$ cat config.mk
export PLATFORM = sky130hd
export DESIGN_NAME = exe_stage
export DESIGN_NICKNAME = d
export VERILOG_FILES = /design/src/rtl/exe_stage.sv
export SDC_FILE = /design/constraint.sdc
export NUM_CORES = 1
export LEC_CHECK = 0
export BUFFER_PORTS_ARGS = -buffer_cell sky130_fd_sc_hd__buf_4
export CORE_AREA = 2 2 137 139
export CTS_CLUSTER_DIAMETER = 40
export DETAILED_ROUTE_END_ITERATION = 8
export DIE_AREA = 0 0 139 141
export PLACE_DENSITY_LB_ADDON = 0.12
export SETUP_SLACK_MARGIN = 0.05
export SLEW_MARGIN = 20
export SYNTH_ARGS = -nofsm -noshare
export SYNTH_HDL_FRONTEND = slang
export SYNTH_SLANG_ARGS = --single-unit
$ cat constraint.sdc
create_clock -name clk -period 2.4 [get_ports clk]
set_clock_uncertainty 0.2 [all_clocks]
set_input_delay 0.48 -clock clk [delete_from_list [all_inputs] [get_ports clk]]
set_output_delay 0.48 -clock clk [all_outputs]
set_load 0.05 [all_outputs]
$ cat src/rtl/exe_stage.sv
// Execute stage: holds one decoded instruction, drives the ALU, and hands the
// result to the memory stage; multi-cycle results are buffered under backpressure.
module exe_stage (
  input  logic        clk,
  input  logic        resetn,
  input  logic        flush,
  input  logic        ds_to_es_valid,
  output logic        es_allowin,
  input  logic [18:0] ds_alu_op,
  input  logic [31:0] ds_src1,
  input  logic [31:0] ds_src2,
  input  logic [4:0]  ds_dest,
  input  logic [0:0]  ds_gr_we,
  input  logic [31:0] ds_pc,
  output logic [18:0] alu_op,
  output logic [31:0] alu_src1,
  output logic [31:0] alu_src2,
  input  logic [31:0] alu_result,
  input  logic [0:0]  alu_complete,
  output logic        es_to_ms_valid,
  input  logic        ms_allowin,
  output logic [31:0] es_to_ms_result,
  output logic [4:0]  es_to_ms_dest,
  output logic [0:0]  es_to_ms_gr_we,
  output logic [31:0] es_to_ms_pc,
  output logic        es_fwd_valid,
  output logic        es_fwd_ready,
  output logic [4:0]  es_fwd_dest,
  output logic [31:0] es_fwd_data
);

  typedef enum logic [1:0] {S_IDLE, S_BUSY, S_DONE} state_t;

  state_t      state_q;
  logic [18:0] op_q;
  logic [31:0] src1_q;
  logic [31:0] src2_q;
  logic [4:0]  dest_q;
  logic [0:0]  gr_we_q;
  logic [31:0] pc_q;
  logic [31:0] result_buf_q;

  logic alu_done;
  logic es_ready_go;
  logic accept;

  // An empty op has nothing to wait for, so it completes on arrival.
  assign alu_done    = alu_complete[0] | (op_q == '0);
  assign es_ready_go = (state_q == S_DONE) | ((state_q == S_BUSY) & alu_done);
  assign es_allowin  = (state_q == S_IDLE) | (es_ready_go & ms_allowin);
  assign accept      = ds_to_es_valid & es_allowin & ~flush;

  always_ff @(posedge clk) begin
    if (!resetn) begin
      state_q      <= S_IDLE;
      op_q         <= '0;
      src1_q       <= '0;
      src2_q       <= '0;
      dest_q       <= '0;
      gr_we_q      <= '0;
      pc_q         <= '0;
      result_buf_q <= '0;
    end else if (flush) begin
      state_q      <= S_IDLE;
      op_q         <= '0;
      src1_q       <= '0;
      src2_q       <= '0;
      dest_q       <= '0;
      gr_we_q      <= '0;
      pc_q         <= '0;
      result_buf_q <= '0;
    end else if (accept) begin
      state_q <= S_BUSY;
      op_q    <= ds_alu_op;
      src1_q  <= ds_src1;
      src2_q  <= ds_src2;
      dest_q  <= ds_dest;
      gr_we_q <= ds_gr_we;
      pc_q    <= ds_pc;
    end else begin
      case (state_q)
        S_BUSY: begin
          if (alu_done && ms_allowin) begin
            state_q <= S_IDLE;
          end else if (alu_done) begin
            // The ALU may pulse complete for one cycle only; keep its result.
            state_q      <= S_DONE;
            result_buf_q <= alu_result;
          end
        end
        S_DONE: begin
          if (ms_allowin) state_q <= S_IDLE;
        end
        default: state_q <= S_IDLE;
      endcase
    end
  end

  assign alu_op   = (state_q == S_BUSY) ? op_q : '0;
  assign alu_src1 = src1_q;
  assign alu_src2 = src2_q;

  assign es_to_ms_valid  = es_ready_go & ~flush;
  assign es_to_ms_result = (state_q == S_DONE) ? result_buf_q : alu_result;
  assign es_to_ms_dest   = dest_q;
  assign es_to_ms_gr_we  = gr_we_q;
  assign es_to_ms_pc     = pc_q;

  assign es_fwd_valid = (state_q != S_IDLE) & gr_we_q[0] & (dest_q != '0) & ~flush;
  assign es_fwd_ready = es_ready_go;
  assign es_fwd_dest  = dest_q;
  assign es_fwd_data  = es_to_ms_result;

endmodule

==> results of run 1 <==
-- timing repair --
item | in CTS | in global routing
setup endpoints to repair | 68 | 83
hold buffers | 0 | 0
gates resized for setup | 125 | 55
pin swaps | 9 | 9
cloned | 3 | 0
buffers inserted | 7 | 4
-- cell families (layout without fill, tap and decap cells) --
kind of cell / count (synthesis) / count (layout)
other: 0 / 1
DFF: 155 / 155
AOI/OAI and AO/OA: 41 / 41
and+or+nand+nor: 352 / 352
muxes: 153 / 153
buffers and inverters: 95 / 418
-- cells in the mapped netlist --
cell,instances,area [sq um]
o21ai_0,1,5.00
or4_1,1,7.51
buf_1,1,3.75
nor4_1,5,31.3
nor2b_1,2,12.5
nor3b_1,1,7.51
o21ai_1,1,5.00
a21oi_1,35,175
mux2i_1,121,1210
buf_6,8,90.1
dfxtp_1,155,3100
nand2b_1,5,31.3
nand3_1,2,10.0
buf_4,38,285
buf_2,11,55.1
o21a_1,2,15.0
and2_1,20,125
nor2_1,4,15.0
clkbuf_1,35,131
nor4b_1,1,8.76
nand3b_1,1,7.51
mux2_2,32,360
nand2_1,308,1160
a31oi_2,1,12.5
and3_1,1,6.26
nor3_1,1,5.00
a21o_1,1,7.51
inv_1,2,7.51
-- power breakdown --
part | leakage [nW] | internal [mW] | total, mW | switching, mW
Combinational | 3.84 | 0.643 | 1.47 | 0.824
Sequential | 1.26 | 2.64 | 2.68 | 0.0430
Clock | 0.287 | 1.63 | 2.73 | 1.10
Total | 5.38 | 4.91 | 6.88 | 1.97
-- final cells by class --
type	instances	area [sq um]
tap	234	293
clock inverter	11	131
timing repair buffer	384	3520
fill	1585	7240
sequential	155	3120
antenna	1	2.50
clock buffer	21	470
inverter	2	7.51
multi-input combinational	546	3480
-- stage by stage --
step / hold WS [ps] / cell area, sq um / utilization
6_report: 67.1 / 11000 / 0.603
5_1_grt: 59.3 / 11000 / 0.603
4_1_cts: 38.8 / 10800 / 0.592
3_5_place_dp: 243 / 9580 / 0.525
3_3_place_gp: 237 / 9580 / 0.525
2_1_floorplan: 229 / 6900 / -
-- sequential cells by signal, summed over array words and instances (netlist names) --
signal,count
alu_src2,32
alu_src1,32
result_buf_q,32
es_to_ms_pc,32
state_q,2
es_to_ms_gr_we,1
es_fwd_dest,5
op_q,19
-- per-layer routing --
layer / vias up / global-route usage / routed length (um)
met5: - / 0 / 0
met4: 0 / 0.0723 / 417
met3: 28 / 0.0656 / 1550
met2: 234 / 0.334 / 10000
met1: 2877 / 0.228 / 8280
li1: 3169 / - / -
-- worst max-delay path by stage --
| stage | end | depth (start not counted) | slack (ps) |
|---|---|---|---|
| after floorplan | es_fwd_valid | 3 | -140 |
| after global placement | es_to_ms_valid | 6 | 130 |
| after detailed placement | es_to_ms_valid | 6 | 120 |
| after CTS | es_to_ms_valid | 6 | -170 |
| after global routing | es_to_ms_valid | 6 | -240 |
| final | es_to_ms_valid | 6 | -120 |
==> impl_metrics.yaml, run 1 <==
hold_path:
  holdPathStages: 2
  whs_endpoint: "state_q[1]$_SDFFE_PP0P_"
  hp-class: "input port to register"
  hold_start: "ms_allowin"
setup_path:
  critPathMaxFanout: 3
  r2r_setup_slack_ps: 390
  rr_worst_depth: 7
  path_buf_inv: 1
  end_kind: "output pin"
  slowest_stage: "dfxtp_1"
  worstPathArrival_ps: 1840
  crit_type: "register to output pin"
  timing.rr.end: "alu_src2[6]$_SDFFE_PP0P_"
  path_cells: "nor4_4, and3_4, a21oi_4, o21a_1, nor2_2, buf_6"
  reg2reg_from: "op_q[13]$_SDFFE_PP0P_"
  cp-startpoint: "op_q[17]$_SDFFE_PP0P_"
  start_kind: "register"
  crit_family: "simple AND/OR/NAND/NOR gates"
  worst_path_largest_cell_delay_ps: 350
  cp_data_required_time_ps: 1720
power_and_ir_drop:
  p_leak_nw: 5.38
  finalPower_mw: 6.88
  p_per_area_nw_per_um2: 624
  peakVddDrop_uv: 478
die:
  coreArea_sq_um: 18300
  row_count: 50
  io_pins: 353
  start_util: 0.377
  die_h_um: 141
  dieArea_sq_um: 19600
  dieWidth_um: 139
yosys:
  synth-adder-area-share: 0
  synth_simple_gate_area_share: 0.207
  synth-xor-area-share: 0
  avgSynthCellArea_sq_um: 8.66
  yosysWarnings: 0
  yosys_register_bits: 155
  synth_compound_area_frac: 0.0320
  ys_seq_area_frac: 0.450
  syn_area_sq_um: 6890
  synth_nets: 955
  synth_mux_area_frac: 0.228
  yosysUniqueCellTypes: 28
  syn_inst: 796
  synth_top_family_by_area: "multiplexers"
drt:
  vias_per_cell: 4.66
  drt-wirelength-per-cell_um: 15.0
  drcViolationCount: 0
  first_pass_iters: 4
  drt_iter0_drc: 230
  vias: 6308
  ant_nets: 0
  wirelength_mm: 20.3
global_routing:
  grt-ovfl-total: 0
  antenna_found_initial: 1
  grt.total_usage: 0.195
  grt_pass1_vias: 5814
  grt_start_max_net_pins: 75
  grt_pass1_wl_mm: 30.6
run_status:
  status: "complete, but fails checks"
  violations: "negative setup slack"
sta:
  setup_slack_ps: -124
  finalHoldViolCount: 0
  setup_violations: 3
  slew_violations: 0
  finalCriticalPeriod_ps: 2520
  fmax_mhz: 396
  relSlewSlack: 0.761
  worst_pin_slew_ps: 359
  finalCritPeriodShare: 1.05
  setup_tns_ps: -284
  rsz0062_at_grt: "yes"
final_layout:
  area.growth.synth_to_final_pct: 60.0
  fin_cells: 1354
  final_common_cell: "nand2_1"
  final_nets: 1265
  drive_gt1_frac: 0.422
  layout_common_cells: "nand2_1 (308), buf_4 (301), dfxtp_1 (148), mux2i_1 (121), buf_8 (47)"
place:
  pre_cts_slack_ps: 119
  dp.cells: 1308
  post-dp-hpwl_mm: 14.1
  io_buffers: 352
  place.gp.congestion: 0.770
cts:
  h-tree-depth: 4
  cts_tree: "built"
  clkSinkCount: 155
  clkTransAtPathRegs_ps: 60
  root_buffer: "clkbuf_16"
  cts-buffers-inserted: 17
  clkLatencyLatePin_ps: 420
  clockBufferDepth: 2
run:
  drv_cap: 0
Power figures use the tool's default switching activity.
==> run 2, diff against run 1 <==
- CELL_PAD_IN_SITES_DETAIL_PLACEMENT: unset -> 1
- CELL_PAD_IN_SITES_GLOBAL_PLACEMENT: unset -> 2
- CORE_AREA: 2 2 137 139 -> unset
- CORE_UTILIZATION: unset -> 25
- DIE_AREA: 0 0 139 141 -> unset
==> impl_metrics.yaml, run 2 (synthesized netlist as in run 1, its figures left out) <==
drt:
  vias: 6363
  vias_per_cell: 4.34
  ant_nets: 0
  wirelength_mm: 23.3
  met3_length_mm: 2.00
  drcViolationCount: 0
  top_layer_used: "met5"
  first_pass_iters: 4
  dr_wl_met2_mm: 11.1
  drt-wirelength-per-cell_um: 15.9
  wl_met1_mm: 9.84
  drt_iter0_drc: 275
cts:
  clockBufferDepth: 2
  h-tree-depth: 4
  clkLatencyLatePin_ps: 420
  root_buffer: "clkbuf_16"
  cts_tree: "built"
  clkTransAtPathRegs_ps: 70
  cts-buffers-inserted: 17
  clkSinkCount: 155
sta:
  slew_violations: 0
  worst_pin_slew_ps: 456
  setup_slack_ps: -136
  rsz0062_at_grt: "yes"
  fmax_mhz: 394
  relSlewSlack: 0.696
  setup_tns_ps: -335
  finalCriticalPeriod_ps: 2540
  finalCritPeriodShare: 1.06
  setup_violations: 3
  finalHoldViolCount: 0
final_layout:
  area.growth.synth_to_final_pct: 59.8
  layout_common_cells: "nand2_1 (308), buf_4 (302), dfxtp_1 (147), mux2i_1 (121), buf_6 (62)"
  register_area_sq_um: 3120
  final_nets: 1270
  fin_cells: 1466
  fillers: 3095
  final_common_cell: "nand2_1"
  drive_gt1_frac: 0.426
  multi_input_area_sq_um: 3470
power_and_ir_drop:
  p_per_area_nw_per_um2: 625
  p_leak_nw: 5.34
  peakVddDrop_uv: 297
setup_path:
  crit_family: "simple AND/OR/NAND/NOR gates"
  start_kind: "register"
  rr_worst_depth: 8
  slowest_stage: "dfxtp_2"
  worst_path_largest_cell_delay_ps: 340
  critPathMaxFanout: 3
  end_kind: "output pin"
  path_buf_inv: 1
  path_cells: "nor4_4, and3_4, a21oi_4, o21a_1, nor2_2, buf_6"
  reg2reg_from: "op_q[4]$_SDFFE_PP0P_"
  crit_type: "register to output pin"
  timing.rr.end: "alu_src2[26]$_SDFFE_PP0P_"
  r2r_setup_slack_ps: 300
  worstPathArrival_ps: 1860
  cp_data_required_time_ps: 1720
die:
  io_pins: 353
  coreArea_sq_um: 27000
  dieArea_sq_um: 28200
  die_h_um: 168
  start_util: 0.255
  dieWidth_um: 168
  row_count: 60
global_routing:
  grt_start_max_net_pins: 49
  grt_pass1_vias: 6503
  grt.total_usage: 0.163
  grt-ovfl-total: 0
  grt_pass1_wl_mm: 35.9
  antenna_found_initial: 2
hold_path:
  hold_start: "ms_allowin"
  holdPathStages: 2
  whs_endpoint: "state_q[1]$_SDFFE_PP0P_"
  hp-class: "input port to register"
place:
  dp.cells: 1416
  place.gp.congestion: 0.749
  post-dp-hpwl_mm: 16.6
  io_buffers: 352
run_status:
  status: "complete, but fails checks"
  violations: "negative setup slack"
run:
  drv_cap: 0
-- run 2: routing by layer --
| layer | track usage | vias up |
|---|---|---|
| met5 | 0 | - |
| met4 | 0.0403 | 2 |
| met3 | 0.0635 | 18 |
| met2 | 0.272 | 204 |
| met1 | 0.194 | 2969 |
| li1 | - | 3170 |
-- run 2: final cells by class --
| class | instances | area share |
|---|---|---|
| Antenna cell | 1 | 0.000227 |
| Timing Repair Buffer | 389 | 0.309 |
| Tap cell | 341 | 0.0387 |
| Sequential cell | 155 | 0.283 |
| Clock buffer | 18 | 0.0399 |
| Inverter | 2 | 0.000682 |
| Multi-Input combinational cell | 546 | 0.315 |
| Clock inverter | 14 | 0.0135 |
-- run 2: repair_timing --
item | in CTS | in global routing
gates cloned | 3 | 1
endpoints found under the setup margin | 68 | 87
pin swaps | 11 | 5
setup buffers | 13 | 5
hold buffers | 0 | 0
resized for setup | 138 | 17
-- run 2: worst reg2reg max path, cell delays in order, from the launching register on --
cell,delay [ps]
dfxtp_1,400
nor4_4,70
and3_4,180
buf_4,120
buf_4,130
a31oi_4,240
buf_12,210
buf_12,230
mux2i_1,240
-- run 2: power breakdown --
| part | total (mW) | leakage, nW | switching [mW] | internal [mW] |
|---|---|---|---|---|
| sequential | 2.68 | 1.26 | 0.0429 | 2.64 |
| clock | 2.74 | 0.290 | 1.24 | 1.51 |
| combinational | 1.45 | 3.79 | 0.829 | 0.626 |
-- run 2: stage by stage --
stage	utilization	power (mW)	worst slack, ps	hold WS (ps)	instance area [sq um]
after floorplan	-	3.59	-137	229	6900
after global placement	0.359	4.06	93.3	238	9710
after detailed placement	0.359	4.06	60.5	245	9710
after CTS	0.408	6.99	-167	33.5	11000
after global routing	0.408	7.19	-251	43.4	11000
final	0.408	6.88	-136	57.3	11000
-- run 2: worst max-delay path by stage --
stage,from,depth (start not counted),to
2_1_floorplan,es_fwd_dest[0]$_SDFFE_PP0P_,3,es_fwd_valid
3_3_place_gp,op_q[0]$_SDFFE_PP0P_,6,es_to_ms_valid
3_5_place_dp,op_q[2]$_SDFFE_PP0P_,6,es_to_ms_valid
4_1_cts,op_q[6]$_SDFFE_PP0P_,6,es_to_ms_valid
5_1_grt,op_q[3]$_SDFFE_PP0P_,6,es_to_ms_valid
6_report,op_q[3]$_SDFFE_PP0P_,6,es_to_ms_valid
